==> src/rtl/hamming_pkg.sv <==
// Shared Hamming code helpers: parity sizing, data-bit positions and a generic
// parity generator used by the streaming encoder.
package hamming_pkg;

    localparam int MAX_DATA_W   = 128;
    localparam int MAX_PARITY_W = 8;
    localparam int PARITY_LSB   = 0;

    // Smallest P with 2^P >= data_w + P + 1; descending scan keeps the loop bounded.
    function automatic int parity_w(input int data_w);
        int result;
        result = 0;
        for (int p = 12; p >= 1; p--) begin
            if ((1 << p) >= data_w + p + 1) begin
                result = p;
            end
        end
        return result;
    endfunction

    // Data bit i lands after i+1 data slots plus every power-of-two slot below it.
    function automatic int data_pos(input int i);
        return i + 1 + parity_w(i + 1);
    endfunction

    function automatic int data_lsb(input int p_w);
        return PARITY_LSB + p_w;
    endfunction

    function automatic int overall_idx(input int data_w, input int p_w);
        return data_w + p_w;
    endfunction

    function automatic logic [MAX_PARITY_W-1:0] hamming_parity(
        input logic [MAX_DATA_W-1:0] data,
        input int                    data_w
    );
        logic [MAX_PARITY_W-1:0] p;
        int                      pos;
        p = '0;
        for (int i = 0; i < MAX_DATA_W; i++) begin
            if (i < data_w) begin
                pos = data_pos(i);
                for (int j = 0; j < MAX_PARITY_W; j++) begin
                    if (pos[j]) begin
                        p[j] = p[j] ^ data[i];
                    end
                end
            end
        end
        return p;
    endfunction

endpackage

==> src/rtl/hamming_skid_buffer.sv <==
// Two-entry valid/ready stage (main + skid) giving full throughput with a
// registered in_ready, so there is no combinational path from i_out_ready.
module hamming_skid_buffer #(
    parameter int WIDTH = 8
) (
    input  logic             clk,
    input  logic             rst,
    input  logic [WIDTH-1:0] i_data,
    input  logic             i_valid,
    output logic             o_ready,
    output logic [WIDTH-1:0] o_data,
    output logic             o_valid,
    input  logic             i_ready
);
    logic [WIDTH-1:0] r_main_data;
    logic [WIDTH-1:0] r_skid_data;
    logic             r_main_valid;
    logic             r_skid_valid;
    logic             w_in_fire;
    logic             w_main_free;

    assign o_ready     = !r_skid_valid && !rst;
    assign w_in_fire   = i_valid && o_ready;
    assign w_main_free = !r_main_valid || i_ready;
    assign o_data      = r_main_data;
    assign o_valid     = r_main_valid;

    always_ff @(posedge clk) begin
        if (rst) begin
            r_main_data  <= '0;
            r_skid_data  <= '0;
            r_main_valid <= 1'b0;
            r_skid_valid <= 1'b0;
        end else if (w_main_free) begin
            // A parked skid word always goes out before any newly accepted beat.
            if (r_skid_valid) begin
                r_main_data  <= r_skid_data;
                r_main_valid <= 1'b1;
                r_skid_valid <= 1'b0;
            end else if (w_in_fire) begin
                r_main_data  <= i_data;
                r_main_valid <= 1'b1;
            end else begin
                r_main_valid <= 1'b0;
            end
        end else if (w_in_fire) begin
            r_skid_data  <= i_data;
            r_skid_valid <= 1'b1;
        end
    end

endmodule

==> src/rtl/hamming_secded_encoder.sv <==
// Streaming systematic Hamming SEC/SECDED encoder with per-beat single-bit
// error injection, a skid-buffered output and a wrapping output word counter.
module hamming_secded_encoder
    import hamming_pkg::*;
#(
    parameter int  DATA_W   = 4,
    parameter int  SECDED   = 1,
    parameter int  CNT_W    = 16,
    localparam int PARITY_W = parity_w(DATA_W),
    localparam int CW_W     = DATA_W + PARITY_W + SECDED,
    localparam int IDX_W    = (CW_W > 1) ? $clog2(CW_W) : 1
) (
    input  logic              clk,
    input  logic              rst,
    input  logic [DATA_W-1:0] in_data,
    input  logic              in_valid,
    output logic              in_ready,
    input  logic              inj_en,
    input  logic [IDX_W-1:0]  inj_bit,
    output logic [CW_W-1:0]   out_codeword,
    output logic              out_valid,
    input  logic              out_ready,
    output logic [CNT_W-1:0]  word_cnt
);
    localparam int SYS_W    = DATA_W + PARITY_W;
    localparam int DATA_LSB = data_lsb(PARITY_W);

    logic [MAX_DATA_W-1:0]   w_data_ext;
    logic [MAX_PARITY_W-1:0] w_parity_ext;
    logic                    w_unused_parity;
    logic [SYS_W-1:0]        w_sys_cw;
    logic [CW_W-1:0]         w_enc_cw;
    logic [CW_W-1:0]         w_flip_mask;
    logic [CW_W-1:0]         w_inj_cw;
    logic                    w_out_fire;
    logic [CNT_W-1:0]        r_word_cnt;

    always_comb begin
        w_data_ext                = '0;
        w_data_ext[DATA_W-1:0]    = in_data;
    end

    assign w_parity_ext    = hamming_parity(w_data_ext, DATA_W);
    assign w_unused_parity = ^w_parity_ext[MAX_PARITY_W-1:PARITY_W];

    assign w_sys_cw[PARITY_LSB +: PARITY_W] = w_parity_ext[PARITY_W-1:0];
    assign w_sys_cw[DATA_LSB +: DATA_W]     = in_data;

    generate
        if (SECDED != 0) begin : g_secded
            // Even parity across the whole word, so the overall bit is the XOR of the rest.
            assign w_enc_cw[SYS_W-1:0]                       = w_sys_cw;
            assign w_enc_cw[overall_idx(DATA_W, PARITY_W)]   = ^w_sys_cw;
        end else begin : g_sec
            assign w_enc_cw = w_sys_cw;
        end
    endgenerate

    // Out-of-range inj_bit matches no lane, so nothing is flipped.
    generate
        for (genvar gi = 0; gi < CW_W; gi++) begin : g_flip
            assign w_flip_mask[gi] = inj_en && (inj_bit == IDX_W'(gi));
        end
    endgenerate

    assign w_inj_cw = w_enc_cw ^ w_flip_mask;

    hamming_skid_buffer #(
        .WIDTH(CW_W)
    ) u_skid (
        .clk     (clk),
        .rst     (rst),
        .i_data  (w_inj_cw),
        .i_valid (in_valid),
        .o_ready (in_ready),
        .o_data  (out_codeword),
        .o_valid (out_valid),
        .i_ready (out_ready)
    );

    assign w_out_fire = out_valid && out_ready;

    always_ff @(posedge clk) begin
        if (rst) begin
            r_word_cnt <= '0;
        end else if (w_out_fire) begin
            r_word_cnt <= r_word_cnt + CNT_W'(1);
        end
    end

    assign word_cnt = r_word_cnt;

endmodule

==> config.mk <==
export PLATFORM = sky130hd
export DESIGN_NAME = hamming_secded_encoder
export DESIGN_NICKNAME = d
export VERILOG_FILES = /design/src/rtl/hamming_pkg.sv /design/src/rtl/hamming_skid_buffer.sv /design/src/rtl/hamming_secded_encoder.sv
export SDC_FILE = /design/constraint.sdc
export NUM_CORES = 1
export LEC_CHECK = 0
export ABC_AREA = 1
export BUFFER_PORTS_ARGS = -buffer_cell sky130_fd_sc_hd__buf_2
export CORE_MARGIN = 8
export CORE_UTILIZATION = 58
export DETAILED_ROUTE_END_ITERATION = 8
export MAX_ROUTING_LAYER = met4
export PLACE_DENSITY = 0.83
export SLEW_MARGIN = 20
export SYNTH_ARGS = -nofsm -noshare
export SYNTH_HDL_FRONTEND = slang
export SYNTH_HIERARCHICAL = 1
export SYNTH_SLANG_ARGS = --single-unit
==> constraint.sdc <==
create_clock -name clk -period 2.1 [get_ports clk]
set_input_delay 0 -clock clk [delete_from_list [all_inputs] [get_ports clk]]
set_output_delay 0 -clock clk [all_outputs]
set_load 0.01 [all_outputs]
==> results of run 1 <==
## worst reg2reg max path, cell delays in order, from the launching register on
cell and delay (ns):
dfxtp_1 0.74, o21bai_2 0.32, nand3_1 0.15, nand2_1 0.10, nor2_1 0.05
## cell usage in the layout (no fill, tap or decap)
| master | count |
|---|---|
| nor2_8 | 2 |
| clkbuf_4 | 5 |
| inv_2 | 2 |
| nor3_1 | 3 |
| o21bai_2 | 1 |
| nand2_1 | 59 |
| nand3_1 | 15 |
| nor2_4 | 3 |
| nand3_4 | 1 |
| nand3b_4 | 1 |
| nand2_2 | 5 |
| inv_1 | 36 |
| o21a_1 | 2 |
| clkinv_2 | 1 |
| buf_2 | 37 |
| a21oi_2 | 2 |
| nor3b_1 | 1 |
| a21oi_1 | 9 |
| clkbuf_8 | 1 |
| dfxtp_1 | 34 |
| dlygate4sd3_1 | 1 |
| xor2_1 | 10 |
| ha_1 | 1 |
| nor2_2 | 4 |
| clkinvlp_4 | 1 |
| nor2_1 | 72 |
| xnor2_1 | 5 |
| o21ai_0 | 5 |
## stage by stage
stage	total power, mW	hold WS, ns	util [%]	worst slack [ns]
global placement	0.868	0.358	67.5	0.758
floorplan	0.813	0.0229	-	0.779
finish	1.25	0.0167	69.9	0.655
CTS	1.26	0.000342	69.9	0.669
global route	1.31	0.00797	69.9	0.517
detailed placement	0.871	0.364	67.5	0.722
## worst max-delay path by stage
stage | from | endpoint | slack (ns)
after floorplan | word_cnt[0]$_SDFFE_PP0P_ | word_cnt[14]$_SDFFE_PP0P_ | 0.78
after global placement | word_cnt[0]$_SDFFE_PP0P_ | word_cnt[14]$_SDFFE_PP0P_ | 0.76
after detailed placement | u_skid/r_skid_valid$_SDFFE_PP0P_ | u_skid/o_data[3]$_SDFFE_PP0P_ | 0.72
after CTS | u_skid/r_skid_valid$_SDFFE_PP0P_ | u_skid/o_data[7]$_SDFFE_PP0P_ | 0.67
after global routing | u_skid/r_skid_valid$_SDFFE_PP0P_ | u_skid/o_data[7]$_SDFFE_PP0P_ | 0.52
final | u_skid/r_skid_valid$_SDFFE_PP0P_ | u_skid/o_data[7]$_SDFFE_PP0P_ | 0.66
## power by group
group          internal (mW)  leakage [nW]  switching (mW)
Clock                  0.161        0.0343           0.235
Combinational         0.0696         0.863           0.114
Sequential             0.662         0.276          0.0105
Total                  0.893          1.17           0.359
## registers in the layout (all words and copies together), names as in the netlist
| signal | count |
|---|---|
| u_skid/r_skid_data | 8 |
| u_skid/o_data | 8 |
| u_skid/o_valid | 1 |
| u_skid/r_skid_valid | 1 |
| word_cnt | 16 |
## layer usage
layer / vias up / wire length [µm] / share of wire (%)
li1: 921 / - / -
met3: 5 / 174 / 4.6
met4: 0 / 37 / 0.98
met1: 737 / 1710 / 45
met5: - / 0 / 0
met2: 29 / 1840 / 49
## logic make-up after synthesis
kind of cell               Yosys count  synth area share, %
and+or+nand+nor                    166                 40.3
buffers and inverters               44                 9.85
xor gates and xnor gates            15                 6.99
adders and majority gates            1                0.665
AOI/OAI and AO/OA                   19                 6.05
DFF                                 34                 36.2
## timing repair
action | 4_1_cts | 5_1_grt
hold buffers | 1 | 0
endpoints found under the hold margin | 1 | 0
buffers inserted | 0 | 0
## cell type report
class / instances / area (µm²)
clock buffer: 6 / 51.3
inverter: 38 / 143
clock inverter: 2 / 12.5
sequential: 34 / 681
tap: 44 / 55.1
multi-input combinational: 201 / 1010
fill: 295 / 926
timing repair buffer: 38 / 195
==> results.py, run 1 <==
metrics = {
    "global_route": {
        "busiest_layer": "met2",
        "grt.met3_usage_pct": 4.26,
        "overflow": 0,
        "track_usage_pct": 15.4,
        "antenna_found_initial": 0,
        "grt_pass1_wl_um": 6470,
        "grt_use_met2_pct": 28.1,
        "grt_pass1_vias": 1587,
        "grt_max_degree": 20,
        "gr-usage-met1_pct": 15.6,
    },
    "yosys": {
        "synthCells": 279,
        "synth_edf_count": 0,
        "synth.most_common_cell": "nor2_1",
        "synth_top_cells_by_count": "nor2_1, nand2_1, inv_1, dfxtp_1, nand3_1",
        "netlist_top_cells_area": "dfxtp_1, nor2_1, nand2_1",
        "synth.cell_area_um2": 1880,
        "synth-main-ff-cell": "dfxtp_1",
        "yosysSeqAreaShare_pct": 36.2,
        "yosysTopAreaCell": "dfxtp_1",
        "async_reset_ff_share_pct": 0,
        "yosys_register_bits": 34,
        "avgSynthCellArea_um2": 6.74,
        "yosysWarnings": 6,
        "yosysTopAreaCellShare_pct": 36.2,
        "synth_nets": 292,
        "synth_cell_type_count": 27,
    },
    "setup_path": {
        "required_ns": 2.34,
        "critPathBufInv": 0,
        "cp_max_fo": 19,
        "endpoint_kind": "register",
        "cp_cell_sequence": "o21bai_2 -> nand3_1 -> nand2_1 -> nor2_1",
        "rr_startpoint": "u_skid/r_skid_valid$_SDFFE_PP0P_",
        "start_kind": "register",
        "critical_path_class": "reg2reg",
        "worst-path-stages": 4,
        "cp.arrival_ns": 1.69,
        "r2r_setup_slack_ns": 0.66,
        "crit_slowest_cell": "dfxtp_1",
        "regToRegEndpoint": "u_skid/o_data[7]$_SDFFE_PP0P_",
        "crit_family": "flip-flops",
        "rr_worst_depth": 4,
        "slowest_delay_ns": 0.74,
    },
    "drt": {
        "drt_iter0_drc": 92,
        "ant_nets": 0,
        "vias": 1692,
        "vias_per_cell": 4.66,
        "wire_per_inst_um": 10.4,
        "drc": 0,
        "dr.pass1.iters": 4,
        "routed_wirelength_um": 3760,
    },
    "timing": {
        "final-setup-viol-count": 0,
        "maxSlewHeadroom_pct": 58.5,
        "finalClockSkew_ns": 0.0132,
        "max_freq_mhz": 692,
        "drv_slew": 0,
        "hold_viol": 0,
        "post-route-period-util_pct": 68.8,
        "period_needed_ns": 1.44,
        "setup_tns_ns": 0,
        "rsz0062_at_grt": "false",
        "tightest_slew_ns": 0.621,
    },
    "floorplanning": {
        "num_rows": 20,
        "die_area_um2": 5320,
        "num_io_pins": 38,
        "coreArea_um2": 3080,
        "die_h_um": 72.9,
        "die_w_um": 72.9,
        "initial_core_util_pct": 61.1,
    },
    "run": {
        "max-cap-violations": 0,
    },
    "layout": {
        "final_net_count": 331,
        "final_area_um2": 2150,
        "final_layout_size_suffix_gt1_share_pct": 20.7,
        "final_cells": 363,
        "diodes": 0,
        "area_growth_pct": 14.4,
    },
    "power": {
        "powerDensity_nw_per_um2": 582,
        "power_leakage_nw": 1.17,
        "peakVddDrop_v": 0.000520,
    },
    "hold_path": {
        "hold-path-endpoint": "word_cnt[13]$_SDFFE_PP0P_",
        "holdPathStages": 2,
        "hp-class": "in2reg",
        "hold_start": "rst",
    },
    "clock_tree": {
        "clk_pin_slew_ns": 0.11,
        "clkSinkCount": 34,
        "clk_latency_ns": 0.35,
        "tritoncts": "built",
        "ctsLongestPathBuffers": 2,
        "cts_buffers": 5,
        "clock-root-buffer": "clkbuf_4",
        "htreeDepth": 2,
        "cts_resized": 0,
    },
    "place": {
        "numPlacedInstances": 354,
        "place_congestion": 0.761,
        "port_buffers": 37,
        "place_area_um2": 2080,
        "hpwl_um": 2880,
    },
    "status": {
        "status": "finished clean",
    },
}
(Power assumes the default switching activity.)
==> inputs of run 2 (changes only) <==
--- a/config.mk
+++ b/config.mk
@@ -8,10 +8,10 @@
 export ABC_AREA = 1
 export BUFFER_PORTS_ARGS = -buffer_cell sky130_fd_sc_hd__buf_2
 export CORE_MARGIN = 8
-export CORE_UTILIZATION = 58
+export CORE_UTILIZATION = 54
 export DETAILED_ROUTE_END_ITERATION = 8
 export MAX_ROUTING_LAYER = met4
-export PLACE_DENSITY = 0.83
+export PLACE_DENSITY = 0.78
 export SLEW_MARGIN = 20
 export SYNTH_ARGS = -nofsm -noshare
 export SYNTH_HDL_FRONTEND = slang
==> constraint.sdc (replaced) <==
create_clock -name clk -period 1.4 [get_ports clk]
set_input_delay 0 -clock clk [delete_from_list [all_inputs] [get_ports clk]]
set_output_delay 0 -clock clk [all_outputs]
set_load 0.01 [all_outputs]
==> run 2 against run 1 <==
Via count rose by 1.8%. Clock skew shrank 0.0011 ns. Critical path depth increased by 4. Flip-flop and latch count unchanged. Cell count up 2.2%. Global-route usage fell by 0.18 points. Worst setup slack worse by 0.54 ns. First-iteration DRC count decreased by 15%. Fmax rose by 12%. Design area increased by 2.4%. Worst hold slack gained 0.012 ns.
==> results.py, run 2 (synthesis gave the netlist of run 1 again) <==
metrics = {
    "global_route": {
        "grt_pass1_wl_um": 6470,
        "overflow": 0,
        "track_usage_pct": 15.3,
        "grt_pass1_vias": 1658,
        "grt_max_degree": 17,
        "antenna_found_initial": 0,
    },
    "timing": {
        "drv_slew": 0,
        "final-setup-viol-count": 0,
        "finalClockSkew_ns": 0.0120,
        "period_needed_ns": 1.29,
        "hold_viol": 0,
        "rsz0062_at_grt": "false",
        "tightest_slew_ns": 0.340,
        "hold_slack_ns": 0.0290,
        "maxSlewHeadroom_pct": 77.3,
        "setup_tns_ns": 0,
        "fin_ws_ns": 0.112,
        "max_freq_mhz": 777,
        "post-route-period-util_pct": 92.0,
    },
    "layout": {
        "final-seq-area_um2": 683,
        "final_net_count": 337,
        "diodes": 0,
        "largest_register_ffs": 16,
        "most-common-layout-cells": "nor2_1, nand2_1, buf_2",
        "multi_input_area_um2": 1020,
        "final_common_cell": "nor2_1",
        "area_growth_pct": 17.2,
        "final_layout_size_suffix_gt1_share_pct": 23.1,
        "nFillCells": 334,
    },
    "clock_tree": {
        "clk_pin_slew_ns": 0.10,
        "cts_buffers": 5,
        "clock-root-buffer": "clkbuf_4",
        "clk_latency_ns": 0.34,
        "tritoncts": "built",
        "clkSinkCount": 34,
        "ctsLongestPathBuffers": 2,
        "htreeDepth": 2,
    },
    "floorplanning": {
        "coreArea_um2": 3340,
        "num_io_pins": 38,
        "initial_core_util_pct": 56.4,
        "die_area_um2": 5630,
        "die_h_um": 75.0,
        "die_w_um": 75.0,
        "num_rows": 21,
    },
    "drt": {
        "ant_nets": 0,
        "dr.pass1.iters": 4,
        "vias": 1723,
        "vias_per_cell": 4.64,
        "drc": 0,
        "drt_iter0_drc": 78,
        "wire_per_inst_um": 10.3,
        "routed_wirelength_um": 3820,
    },
    "setup_path": {
        "rr_startpoint": "word_cnt[0]$_SDFFE_PP0P_",
        "cp.arrival_ns": 1.52,
        "required_ns": 1.64,
        "cp_max_fo": 5,
        "regToRegEndpoint": "word_cnt[14]$_SDFFE_PP0P_",
        "rr_worst_depth": 8,
        "r2r_setup_slack_ns": 0.11,
        "endpoint_kind": "register",
        "critical_path_class": "reg2reg",
        "start_kind": "register",
    },
    "status": {
        "status": "finished clean",
    },
    "place": {
        "hpwl_um": 2980,
        "port_buffers": 37,
        "place_ws_ns": 0.0951,
        "place_congestion": 0.819,
    },
    "power": {
        "peakVddDrop_v": 0.000378,
        "power_leakage_nw": 1.20,
        "finalPower_mw": 1.87,
        "powerDensity_nw_per_um2": 846,
    },
    "hold_path": {
        "hold_start": "in_valid",
        "hp-class": "in2reg",
        "holdPathStages": 3,
        "hold-path-endpoint": "u_skid/o_valid$_SDFFE_PP0P_",
    },
    "run": {
        "max-cap-violations": 0,
    },
}
[run 2: changes by cell type in the layout (fill, tap and decap cells not counted)]
cell / delta
ha_1: -1
dfxtp_1: -2
dfxtp_2: +2
ha_2: +1
buf_4: +6
[run 2: report_power, final]
part	leakage, nW	internal [mW]	switching (mW)
clock	0.0343	0.241	0.336
sequential	0.277	0.994	0.0131
combinational	0.891	0.112	0.170
total	1.20	1.35	0.519
[run 2: critical path, cell delays in order, from the launching register on]
cell and delay [ns]:
dfxtp_2 0.34, ha_2 0.19, nand2_1 0.10, nor2_4 0.13, nand3_4 0.12, nor2_8 0.13
nand3_1 0.07, nand2_1 0.06, nor2_1 0.04
[run 2: how the worst max path moves through the flow]
| stage | depth (start not counted) | endpoint | from |
|---|---|---|---|
| floorplan | 8 | word_cnt[14]$_SDFFE_PP0P_ | word_cnt[0]$_SDFFE_PP0P_ |
| CTS | 8 | word_cnt[14]$_SDFFE_PP0P_ | word_cnt[1]$_SDFFE_PP0P_ |
| detailed placement | 8 | word_cnt[14]$_SDFFE_PP0P_ | word_cnt[1]$_SDFFE_PP0P_ |
| global route | 8 | word_cnt[12]$_SDFFE_PP0P_ | word_cnt[0]$_SDFFE_PP0P_ |
| global placement | 8 | word_cnt[14]$_SDFFE_PP0P_ | word_cnt[1]$_SDFFE_PP0P_ |
| finish | 8 | word_cnt[14]$_SDFFE_PP0P_ | word_cnt[0]$_SDFFE_PP0P_ |
[run 2: metal layers]
metal	vias up	part of all wire [%]	global-route usage (%)	wire, µm
li1	930	-	-	-
met1	748	44	15.1	1680
met2	38	48	26.3	1850
met3	7	5.8	4.39	223
met4	0	1.9	8.48	72
met5	-	0	-	0
[run 2: stage by stage]
| step | cells | util (%) | area, µm² |
|---|---|---|---|
| floorplan | 279 | - | 1880 |
| global placement | 361 | 63.5 | 2120 |
| detailed placement | 361 | 63.5 | 2120 |
| CTS | 370 | 65.7 | 2190 |
| global route | 371 | 66.1 | 2200 |
| finish | 371 | 66.1 | 2200 |
[run 2: timing repair]
item / CTS / global route
buffers inserted: 0 / 1
setup endpoints to repair: 0 / 4
hold buffers: 1 / 0
resized for setup: 0 / 3
hold endpoints to repair: 2 / 0
[run 2: area by class of cell]
class | count | share of cell area, %
multi-input combinational | 201 | 46.1
sequential | 34 | 31.0
timing repair buffer | 44 | 10.9
inverter | 38 | 6.47
tap | 46 | 2.61
clock buffer | 6 | 2.33
clock inverter | 2 | 0.568
==> inputs of run 3 (changes only) <==
--- a/config.mk
+++ b/config.mk
@@ -11,7 +11,7 @@
 export CORE_UTILIZATION = 54
 export DETAILED_ROUTE_END_ITERATION = 8
 export MAX_ROUTING_LAYER = met4
-export PLACE_DENSITY = 0.78
+export PLACE_DENSITY = 0.79
 export SLEW_MARGIN = 20
 export SYNTH_ARGS = -nofsm -noshare
 export SYNTH_HDL_FRONTEND = slang
==> run 3 against run 2 <==
Cell count is the same. Clock skew shrank 0.0053 ns. Combinational power barely moved. Largest power group unchanged. Sequential share of layout area did not move. Design area stayed put. Non-clock buffer count did not move.
==> results.py, run 3 (synthesis gave the netlist of run 1 again) <==
metrics = {
    "timing": {
        "rsz0062_at_grt": "false",
        "drv_slew": 0,
        "post-route-period-util_pct": 93.6,
        "final-setup-viol-count": 0,
        "setup_tns_ns": 0,
        "period_needed_ns": 1.31,
        "maxSlewHeadroom_pct": 77.4,
        "tightest_slew_ns": 0.338,
        "max_freq_mhz": 764,
        "finalClockSkew_ns": 0.00678,
        "hold_viol": 0,
    },
    "place": {
        "place_area_um2": 2120,
        "place_congestion": 0.786,
        "hpwl_um": 2990,
        "port_buffers": 37,
        "numPlacedInstances": 361,
    },
    "drt": {
        "dr.pass1.iters": 5,
        "drt_iter0_drc": 84,
        "ant_nets": 0,
        "route.met3.wl_um": 233,
        "routed_wirelength_um": 3800,
        "highest_layer": "met4",
        "drc": 0,
        "vias": 1741,
        "wl_met1_um": 1700,
        "route.met2.wl_um": 1800,
        "vias_per_cell": 4.69,
        "wire_per_inst_um": 10.2,
    },
    "layout": {
        "most-common-layout-cells": "nor2_1, nand2_1, buf_2",
        "final_common_cell": "nor2_1",
        "area_growth_pct": 17.2,
        "utilization_pct": 66.1,
        "largest_register_ffs": 16,
        "final_layout_size_suffix_gt1_share_pct": 23.1,
        "diodes": 0,
        "final_cells": 371,
        "final_area_um2": 2200,
        "final_net_count": 337,
    },
    "setup_path": {
        "cp.arrival_ns": 1.56,
        "start_kind": "register",
        "required_ns": 1.65,
        "cp_max_fo": 5,
        "endpoint_kind": "register",
        "critical_path_class": "reg2reg",
    },
    "clock_tree": {
        "ctsLongestPathBuffers": 2,
        "clk_pin_slew_ns": 0.11,
        "tritoncts": "built",
        "clkSinkCount": 34,
        "clock-root-buffer": "clkbuf_4",
        "htreeDepth": 2,
        "cts_buffers": 5,
        "clk_latency_ns": 0.34,
    },
    "global_route": {
        "grt_pass1_vias": 1564,
        "antenna_found_initial": 0,
        "overflow": 0,
        "grt_max_degree": 17,
        "grt_pass1_wl_um": 6310,
        "track_usage_pct": 15.0,
    },
    "hold_path": {
        "hp-class": "in2reg",
    },
    "floorplanning": {
        "die_w_um": 75.0,
        "num_io_pins": 38,
        "die_area_um2": 5630,
        "initial_core_util_pct": 56.4,
        "coreArea_um2": 3340,
        "die_h_um": 75.0,
        "num_rows": 21,
    },
    "power": {
        "finalPower_mw": 1.88,
        "peakVddDrop_v": 0.000472,
        "power_leakage_nw": 1.20,
        "powerDensity_nw_per_um2": 852,
    },
    "status": {
        "status": "finished clean",
    },
    "run": {
        "max-cap-violations": 0,
    },
}
run 3: cell counts in the layout (fill, tap and decap cells not counted):
No cell type changed its count.
run 3: what timing repair did:
action                                  in CTS  in global routing
hold buffers                                 1                  0
endpoints found under the hold margin        2                  0
endpoints found under the setup margin       0                  3
setup buffers                                0                  1
resized for setup                            0                  3
run 3: cell type report:
type | instances | area, µm²
repair buffers | 44 | 240
well taps | 46 | 57.6
multi-input cells | 201 | 1020
clock buffers | 6 | 51.3
clock inverters | 2 | 12.5
inverters | 38 | 143
flip-flops and latches | 34 | 683
fillers | 322 | 1130
run 3: report_power, final:
| part | switching [mW] | total [mW] | internal [mW] | leakage (nW) |
|---|---|---|---|---|
| combinational | 0.170 | 0.282 | 0.112 | 0.891 |
| clock | 0.349 | 0.590 | 0.241 | 0.0343 |
| sequential | 0.0131 | 1.01 | 0.994 | 0.277 |
| total | 0.532 | 1.88 | 1.35 | 1.20 |
run 3: metrics by stage:
| step | hold slack (ns) | setup slack (ns) |
|---|---|---|
| floorplan | 0.0229 | 0.0793 |
| global placement | 0.351 | 0.125 |
| detailed placement | 0.360 | 0.0559 |
| CTS | 0.00951 | 0.0215 |
| global route | 0.0417 | 0.00187 |
| finish | 0.0264 | 0.0903 |
run 3: worst max-delay path, cell delays in order (launching register included):
cell and delay, ns:
dfxtp_2 0.35, ha_2 0.19, nand2_1 0.09, nor2_4 0.12, nand3_4 0.13, nor2_8 0.13, nand3_1 0.09, nand2_1 0.07
nor2_1 0.04
run 3: per-layer routing:
metal / vias to the layer above / GRT usage (%)
met2: 41 / 25.8
met4: 0 / 5.22
li1: 931 / -
met1: 763 / 15.6
met5: - / -
met3: 6 / 4.93
run 3: final timing paths:
path         depth (start not counted)  slack, ns                     startpoint                               end
max                                  8       0.09       word_cnt[0]$_SDFFE_PP0P_         word_cnt[14]$_SDFFE_PP0P_
min                                  3       0.03                       in_valid  u_skid/r_skid_valid$_SDFFE_PP0P_
max reg2reg                          8       0.09       word_cnt[0]$_SDFFE_PP0P_         word_cnt[14]$_SDFFE_PP0P_
min reg2reg                          2       0.49  u_skid/o_data[6]$_SDFFE_PP0P_     u_skid/o_data[6]$_SDFFE_PP0P_
